`config.mk`:
```
export PLATFORM = sky130hd
export DESIGN_NAME = mem_port_arbiter
export DESIGN_NICKNAME = d
export VERILOG_FILES = /design/src/rtl/mem_port_arbiter_pkg.sv /design/src/rtl/mem_port_arbiter_rr_pick3.sv /design/src/rtl/mem_port_arbiter.sv
export SDC_FILE = /design/constraint.sdc
export NUM_CORES = 1
export LEC_CHECK = 0
export CAP_MARGIN = 20
export CORE_MARGIN = 8
export CORE_UTILIZATION = 45
export CTS_CLUSTER_SIZE = 16
export DETAILED_ROUTE_END_ITERATION = 10
export PLACE_DENSITY = 0.72
export SETUP_SLACK_MARGIN = 0.2
export SLEW_MARGIN = 20
export SYNTH_ARGS = -nofsm -noshare
export SYNTH_HDL_FRONTEND = slang
export SYNTH_HIERARCHICAL = 1
export SYNTH_SLANG_ARGS = --single-unit
```
`constraint.sdc`:
```
create_clock -name clk -period 2.27 [get_ports clk]
set_clock_uncertainty 0.15 [all_clocks]
set_input_delay 0.3405 -clock clk [delete_from_list [all_inputs] [get_ports clk]]
set_output_delay 0.3405 -clock clk [all_outputs]
set_load 0.01 [all_outputs]
```
`src/rtl/mem_port_arbiter_pkg.sv`:
```
// Shared constants for the three-way memory port arbiter: requester ids,
// select encodings, FSM state encodings and a small one-hot helper.
package mem_port_arbiter_pkg;

  localparam logic [1:0] REQ_IFETCH = 2'd0;
  localparam logic [1:0] REQ_DATA   = 2'd1;
  localparam logic [1:0] REQ_AUX    = 2'd2;
  localparam logic [1:0] SEL_NONE   = 2'b00;

  localparam logic [0:0] ST_IDLE = 1'b0;
  localparam logic [0:0] ST_BUSY = 1'b1;

  function automatic logic [2:0] onehot3(input logic [1:0] idx);
    logic [2:0] oh;
    case (idx)
      REQ_IFETCH: oh = 3'b001;
      REQ_DATA:   oh = 3'b010;
      REQ_AUX:    oh = 3'b100;
      default:    oh = 3'b000;
    endcase
    return oh;
  endfunction

endpackage

```
`src/rtl/mem_port_arbiter_rr_pick3.sv`:
```
// Combinational round-robin picker: searches requesters starting just after
// the last winner, wrapping modulo 3.
module rr_pick3
  import mem_port_arbiter_pkg::*;
(
  input  logic [2:0] req,
  input  logic [1:0] last,
  output logic       valid,
  output logic [1:0] winner
);

  // Priority rotation keyed on the previous winner
  always_comb begin
    valid  = |req;
    winner = REQ_IFETCH;
    case (last)
      REQ_IFETCH: begin
        if (req[1])      winner = REQ_DATA;
        else if (req[2]) winner = REQ_AUX;
        else             winner = REQ_IFETCH;
      end
      REQ_DATA: begin
        if (req[2])      winner = REQ_AUX;
        else if (req[0]) winner = REQ_IFETCH;
        else if (req[1]) winner = REQ_DATA;
        else             winner = REQ_IFETCH;
      end
      default: begin
        if (req[0])      winner = REQ_IFETCH;
        else if (req[1]) winner = REQ_DATA;
        else if (req[2]) winner = REQ_AUX;
        else             winner = REQ_IFETCH;
      end
    endcase
  end

endmodule

```
`src/rtl/mem_port_arbiter.sv`:
```
// Round-robin arbiter sharing one memory port among fetch, data and aux
// requesters; grants are held until mem_ready or a watchdog abort.
module mem_port_arbiter
  import mem_port_arbiter_pkg::*;
#(
  parameter int unsigned MAX_WAIT = 16,
  parameter int unsigned CNT_W    = 5
) (
  input  logic       clk,
  input  logic       reset,
  input  logic [2:0] req,
  input  logic       mem_ready,
  output logic [2:0] gnt,
  output logic [1:0] sel,
  output logic       mem_valid,
  output logic [2:0] done,
  output logic       timeout
);

  localparam bit             TO_EN     = (MAX_WAIT > 0);
  localparam logic [CNT_W-1:0] WAIT_LAST = CNT_W'((MAX_WAIT > 0) ? (MAX_WAIT - 1) : 0);

  logic [0:0]       state_r;
  logic [1:0]       last_r;
  logic [CNT_W-1:0] wait_cnt_r;
  logic             pick_valid_s;
  logic [1:0]       pick_winner_s;

  rr_pick3 u_pick (
    .req    (req),
    .last   (last_r),
    .valid  (pick_valid_s),
    .winner (pick_winner_s)
  );

  // Arbitration FSM, watchdog counter and registered port outputs
  always_ff @(posedge clk) begin
    if (reset) begin
      state_r    <= ST_IDLE;
      last_r     <= REQ_AUX;
      wait_cnt_r <= '0;
      gnt        <= 3'b000;
      sel        <= SEL_NONE;
      mem_valid  <= 1'b0;
      done       <= 3'b000;
      timeout    <= 1'b0;
    end else begin
      done    <= 3'b000;
      timeout <= 1'b0;
      case (state_r)
        ST_IDLE: begin
          wait_cnt_r <= '0;
          if (pick_valid_s) begin
            gnt       <= onehot3(pick_winner_s);
            sel       <= pick_winner_s;
            mem_valid <= 1'b1;
            last_r    <= pick_winner_s;
            state_r   <= ST_BUSY;
          end else begin
            gnt       <= 3'b000;
            sel       <= SEL_NONE;
            mem_valid <= 1'b0;
          end
        end
        ST_BUSY: begin
          if (mem_ready) begin
            // Completion wins over a coincident watchdog expiry
            done       <= gnt;
            wait_cnt_r <= '0;
            if (pick_valid_s) begin
              gnt       <= onehot3(pick_winner_s);
              sel       <= pick_winner_s;
              mem_valid <= 1'b1;
              last_r    <= pick_winner_s;
            end else begin
              gnt       <= 3'b000;
              sel       <= SEL_NONE;
              mem_valid <= 1'b0;
              state_r   <= ST_IDLE;
            end
          end else if (TO_EN && (wait_cnt_r == WAIT_LAST)) begin
            gnt        <= 3'b000;
            sel        <= SEL_NONE;
            mem_valid  <= 1'b0;
            timeout    <= 1'b1;
            wait_cnt_r <= '0;
            state_r    <= ST_IDLE;
          end else begin
            wait_cnt_r <= wait_cnt_r + CNT_W'(1);
          end
        end
        default: begin
          state_r    <= ST_IDLE;
          wait_cnt_r <= '0;
          gnt        <= 3'b000;
          sel        <= SEL_NONE;
          mem_valid  <= 1'b0;
        end
      endcase
    end
  end

endmodule
```
# Word level (Yosys, flattened, before mapping)
# Index checks and enable logic that the tools add are counted.
[op_classes]
n_addsub = 1
eq_ne = 6
muxes = 30
bitwise_logic = 2
n_reduce_logical = 5
[op_table]
columns = ["op", "count"]
rows = [
  ["$mux 2", 10],
  ["$pmux 2 s2", 3],
  ["$mux 5", 2],
  ["$pmux 5 s2", 1],
  ["$mux 3", 3],
  ["$pmux 3 s3", 1],
  ["$reduce_or 3->1", 3],
  ["$mux 1", 7],
  ["$pmux 3 s2", 1],
  ["$add 5x1->5 const B", 1],
  ["$eq 5x4->1 const B", 1],
  ["$eq 2x1->1 const B", 2],
  ["$logic_not 2->1", 2],
  ["$pmux 1 s2", 2],
  ["$ne 3x2->1 const B", 1],
  ["$eq 2x2->1 const B", 1],
  ["$ne 2x2->1 const B", 1],
  ["$not 1->1", 2],
]
[totals]
reg_bits = 18
out_inout_bits = 10
word_cells = 52

# Longest topological paths before layout
[depth]
ltp_word = 9
ltp_mapped = 6
ltp_nobuf = 6

# By module
# The synthesis kept the hierarchy.
[by_module_without_submodules]
columns = ["mod", "n_inst", "cells_per_inst", "area_each_um2", "seq_area_each_um2"]
rows = [
  ["mem_port_arbiter", 1, 65, 664.4, 360.3],
  ["rr_pick3", 1, 8, 58.8, 0.0],
]

# Least setup slack after synthesis
# Ideal clock, no wire load.
[synth_path]
kind = "flip-flop to flip-flop"
start = "register wait_cnt_r[0]"
end = "register mem_valid"
t_arrival_ns = 1.396
required_time_ns = 2.049
slack_ns = 0.653
stages_incl_launch_ff = 7
n_path_buf = 0
cell_sequence = "dfxtp_1 > ha_1 > and3_1 > ha_1 > nor3b_2 > nand2_1 > a21oi_1"
[synth_via]
elab_chain_cells = 2
[synth_lines]
columns = ["element", "line_no", "source"]
rows = [
  ["from (decl)", "mem_port_arbiter.sv:25", "logic [CNT_W-1:0] wait_cnt_r;"],
  ["from (signal assigned)", "mem_port_arbiter.sv:89", "wait_cnt_r <= wait_cnt_r + CNT_W'(1);"],
  ["$eq 5x4->1", "mem_port_arbiter.sv:81", "end else if (TO_EN && (wait_cnt_r == WAIT_LAST)) begin"],
  ["$ne 3x2->1 (no source line)", "n/a", ""],
  ["to (signal assigned)", "mem_port_arbiter.sv:78", "mem_valid <= 1'b0;"],
  ["to (signal assigned)", "mem_port_arbiter.sv:84", "mem_valid <= 1'b0;"],
  ["to (signal assigned)", "mem_port_arbiter.sv:97", "mem_valid <= 1'b0;"],
  ["to (decl)", "mem_port_arbiter.sv:15", "output logic mem_valid,"],
]
# Every way passes these cells.
# A chain may end at the register's enable or synchronous reset.

# Worst setup path after layout
[layout_path]
start = "register wait_cnt_r[0]"
end = "register sel[0]"
[layout_via]
elab_chain_cells = 2
[layout_lines]
columns = ["element", "line_no", "source"]
rows = [
  ["$eq 5x4->1", "mem_port_arbiter.sv:81", ""],
  ["$ne 3x2->1 (no source line)", "n/a", ""],
  ["to (signal assigned)", "mem_port_arbiter.sv:55", "sel <= pick_winner_s;"],
  ["to (signal assigned)", "mem_port_arbiter.sv:72", "sel <= pick_winner_s;"],
  ["to (decl)", "mem_port_arbiter.sv:14", "output logic [1:0] sel,"],
]
# Every way passes these cells.

==> impl_metrics.ini <==
[final_layout]
stdcell_count = 107
n_antenna_cell = 0
n_fill_cell = 125
drive_gt1_frac = 0.1099
regArea_um2 = 360.3
multi_input_area_um2 = 336.6
area_delta_synth_final_pct = 27.51
design_area_um2 = 922.1
nets = 101

[global_route]
antenna_found_initial = 0
grt_overflow = 0
grt_use_total = 0.08858
grt_pass1_vias = 555
grt_pass1_wl_um = 2311
grt_start_max_net_pins = 13

[timing]
finalSetupTns_ns = 0
drv_slew = 0
post-route-period-util = 0.8079
rsz0062_at_grt = false
timing.fmax_mhz = 545.2
hold_viol = 0
finalCriticalPeriod_ns = 1.834
finalSetupViolations = 0
worstMarginPinSlew_ns = 0.4672
max_slew_margin = 0.6872
hold_slack_ns = 0.3089

[clocking]
cts.repair.resized = 0
cts.sinks = 18
cts_root_buffer = clkbuf_4
clockBufferDepth = 2
cts_buffers = 3
postCtsSetupBuffers = 0
clk_pin_slew_ns = 0.10
cts_htree_levels = 1
clock_latency_ns = 0.29
cts_tree = done
cts_hold_buf = 0

[pwr]
power_density_nw_per_um2 = 664.8
peakVddDrop_mv = 0.5762
leakage_nw = 0.3633
power_w = 0.0006130

[synthesis]
synth_top_area_share = 0.4983
synth_common_cells = 18 x dfxtp_1, 9 x nor2_1, 6 x a21oi_1
synth_nets = 82
syn_inst = 73
synth_area_per_cell_um2 = 9.907
synth_area_leaders = dfxtp_1 50%, ha_1 5.2%, nor2_1 4.7%
yosys_warnings = 6
yosys.area.top_type = dfxtp_1
syn_area_um2 = 723.2
synth_cell_types = 27
synth_edf_count = 0
ys.flop_type = dfxtp_1
async_reset_ff_frac = 0
yosysSeqAreaShare = 0.4983
synth-seq-cells = 18
synth.most_common_cell = dfxtp_1

[worst_setup_path]
cp-end-kind = register
worstPathArrival_ns = 1.91
critPathKind = register to register
cp_max_fo = 7
cp_data_required_time_ns = 2.35
path_cells = ha_1 -> and3_1 -> ha_1 -> nor3b_2 -> nand2_1 -> a21oi_1
slowest_delay_ns = 0.41
cpMostUsedCell = ha_1
setup.worst_path.start = wait_cnt_r[0]
r2r_start = wait_cnt_r[0]
cp_slowest_cell = nor3b_2
crit_path_start_kind = register

[routing]
routed_wl_um = 1374
ant_nets = 0
viasPerCell = 5.206
firstDrtPassIters = 4
drcViolationCount = 0
drtIter0Drc = 9
vias = 557
avgRoutedWirePerCell_um = 12.84

[floorplan]
dieWidth_um = 56.09
die_height_um = 56.09
start_util = 0.4801
die_area_um2 = 3146
io_pins = 16
core_area_um2 = 1506
rows = 14

[place]
place_area_um2 = 885.9
placed_cells = 103
portBuffers = 15
dpl.hpwl_um = 1030
gp_congestion = 0.7149

[min_path]
hp-class = register to register
hold_path_startpoint = wait_cnt_r[0]

[flow_run]
cap_violations = 0

[run_status]
status = completed
## layout by cell type, fill, tap and decap left out
master,Yosys,routed
a21bo_2,1,1
dfxtp_1,18,18
clkbuf_4,0,3
nand3b_1,2,2
or3_1,1,1
o32ai_2,1,1
ha_1,3,3
o21a_1,1,1
buf_4,0,1
clkdlybuf4s50_1,0,15
inv_1,3,3
nand2_1,5,5
a21oi_1,6,6
a211o_1,1,1
or3_4,1,1
or2b_1,1,1
nor3b_1,1,1
clkbuf_8,0,1
nor2_1,9,9
xor2_1,1,1
and2_1,3,3
and3_1,2,2
nor3b_2,1,1
xnor2_1,1,1
o31ai_1,2,2
nand2b_4,1,1
nand3_1,3,3
nor2b_1,2,2
a32oi_1,1,1
## area by class of cell
class                           instances  share of cell area
Tap cell                               16             0.02171
Sequential cell                        18              0.3908
Multi-Input combinational cell         50              0.3650
Clock buffer                            4             0.03935
Timing Repair Buffer                   16              0.1710
Inverter                                3             0.01221
## path summary, 6_finish.rpt
path	to	slack, ns	depth (start not counted)
setup reg to reg	sel[0]	0.44	6
hold / removal	wait_cnt_r[0]	0.31	1
hold reg to reg	wait_cnt_r[0]	0.31	1
setup / recovery	sel[0]	0.44	6
## registers in the layout, summed over array words and instances, names as in the netlist
name        cells
done            3
gnt             3
last_r          2
mem_valid       1
sel             2
state_r         1
timeout         1
wait_cnt_r      5
## worst max-delay path: cells and delay by family, from the launching register on
family / cells / cell delay, ns
flops: 1 / 0.34
simple gates: 3 / 0.71
fa+ha+maj: 2 / 0.41
compound gates: 1 / 0.15
## kinds of logic (layout without fill, tap and decap cells)
group / after synthesis / in the layout / share of synthesized area
AND/OR/NAND/NOR: 32 / 32 / 0.2560
flip-flops: 18 / 18 / 0.4983
AO/OA/AOI/OAI: 13 / 13 / 0.1332
buffers and inverters: 5 / 23 / 0.03632
adder cells (fa/ha/maj): 3 / 3 / 0.05191
XOR/XNOR: 2 / 2 / 0.02423
## through the flow
step	util	worst slack, ns
after floorplan	-	0.6534
final	0.6121	0.4360
after global routing	0.6121	0.2791
after global placement	0.5880	0.3145
after detailed placement	0.5880	0.2707
after CTS	0.6121	0.4492
## per-layer routing
layer  wire, µm  vias up  track usage
met1        662      249       0.1021
met5          0        -            0
li1           -      286            -
met2        589       18       0.1347
met3        102        4      0.03425
met4         19        0      0.05155
## power breakdown
group | switching (W) | total [W] | internal (W) | leakage, nW
clock network | 0.0000991 | 0.000197 | 0.0000976 | 0.0210
logic | 0.0000347 | 0.0000759 | 0.0000412 | 0.195
registers | 0.0000110 | 0.000340 | 0.000329 | 0.147
Note: power is estimated with default switching activity, not from simulation.
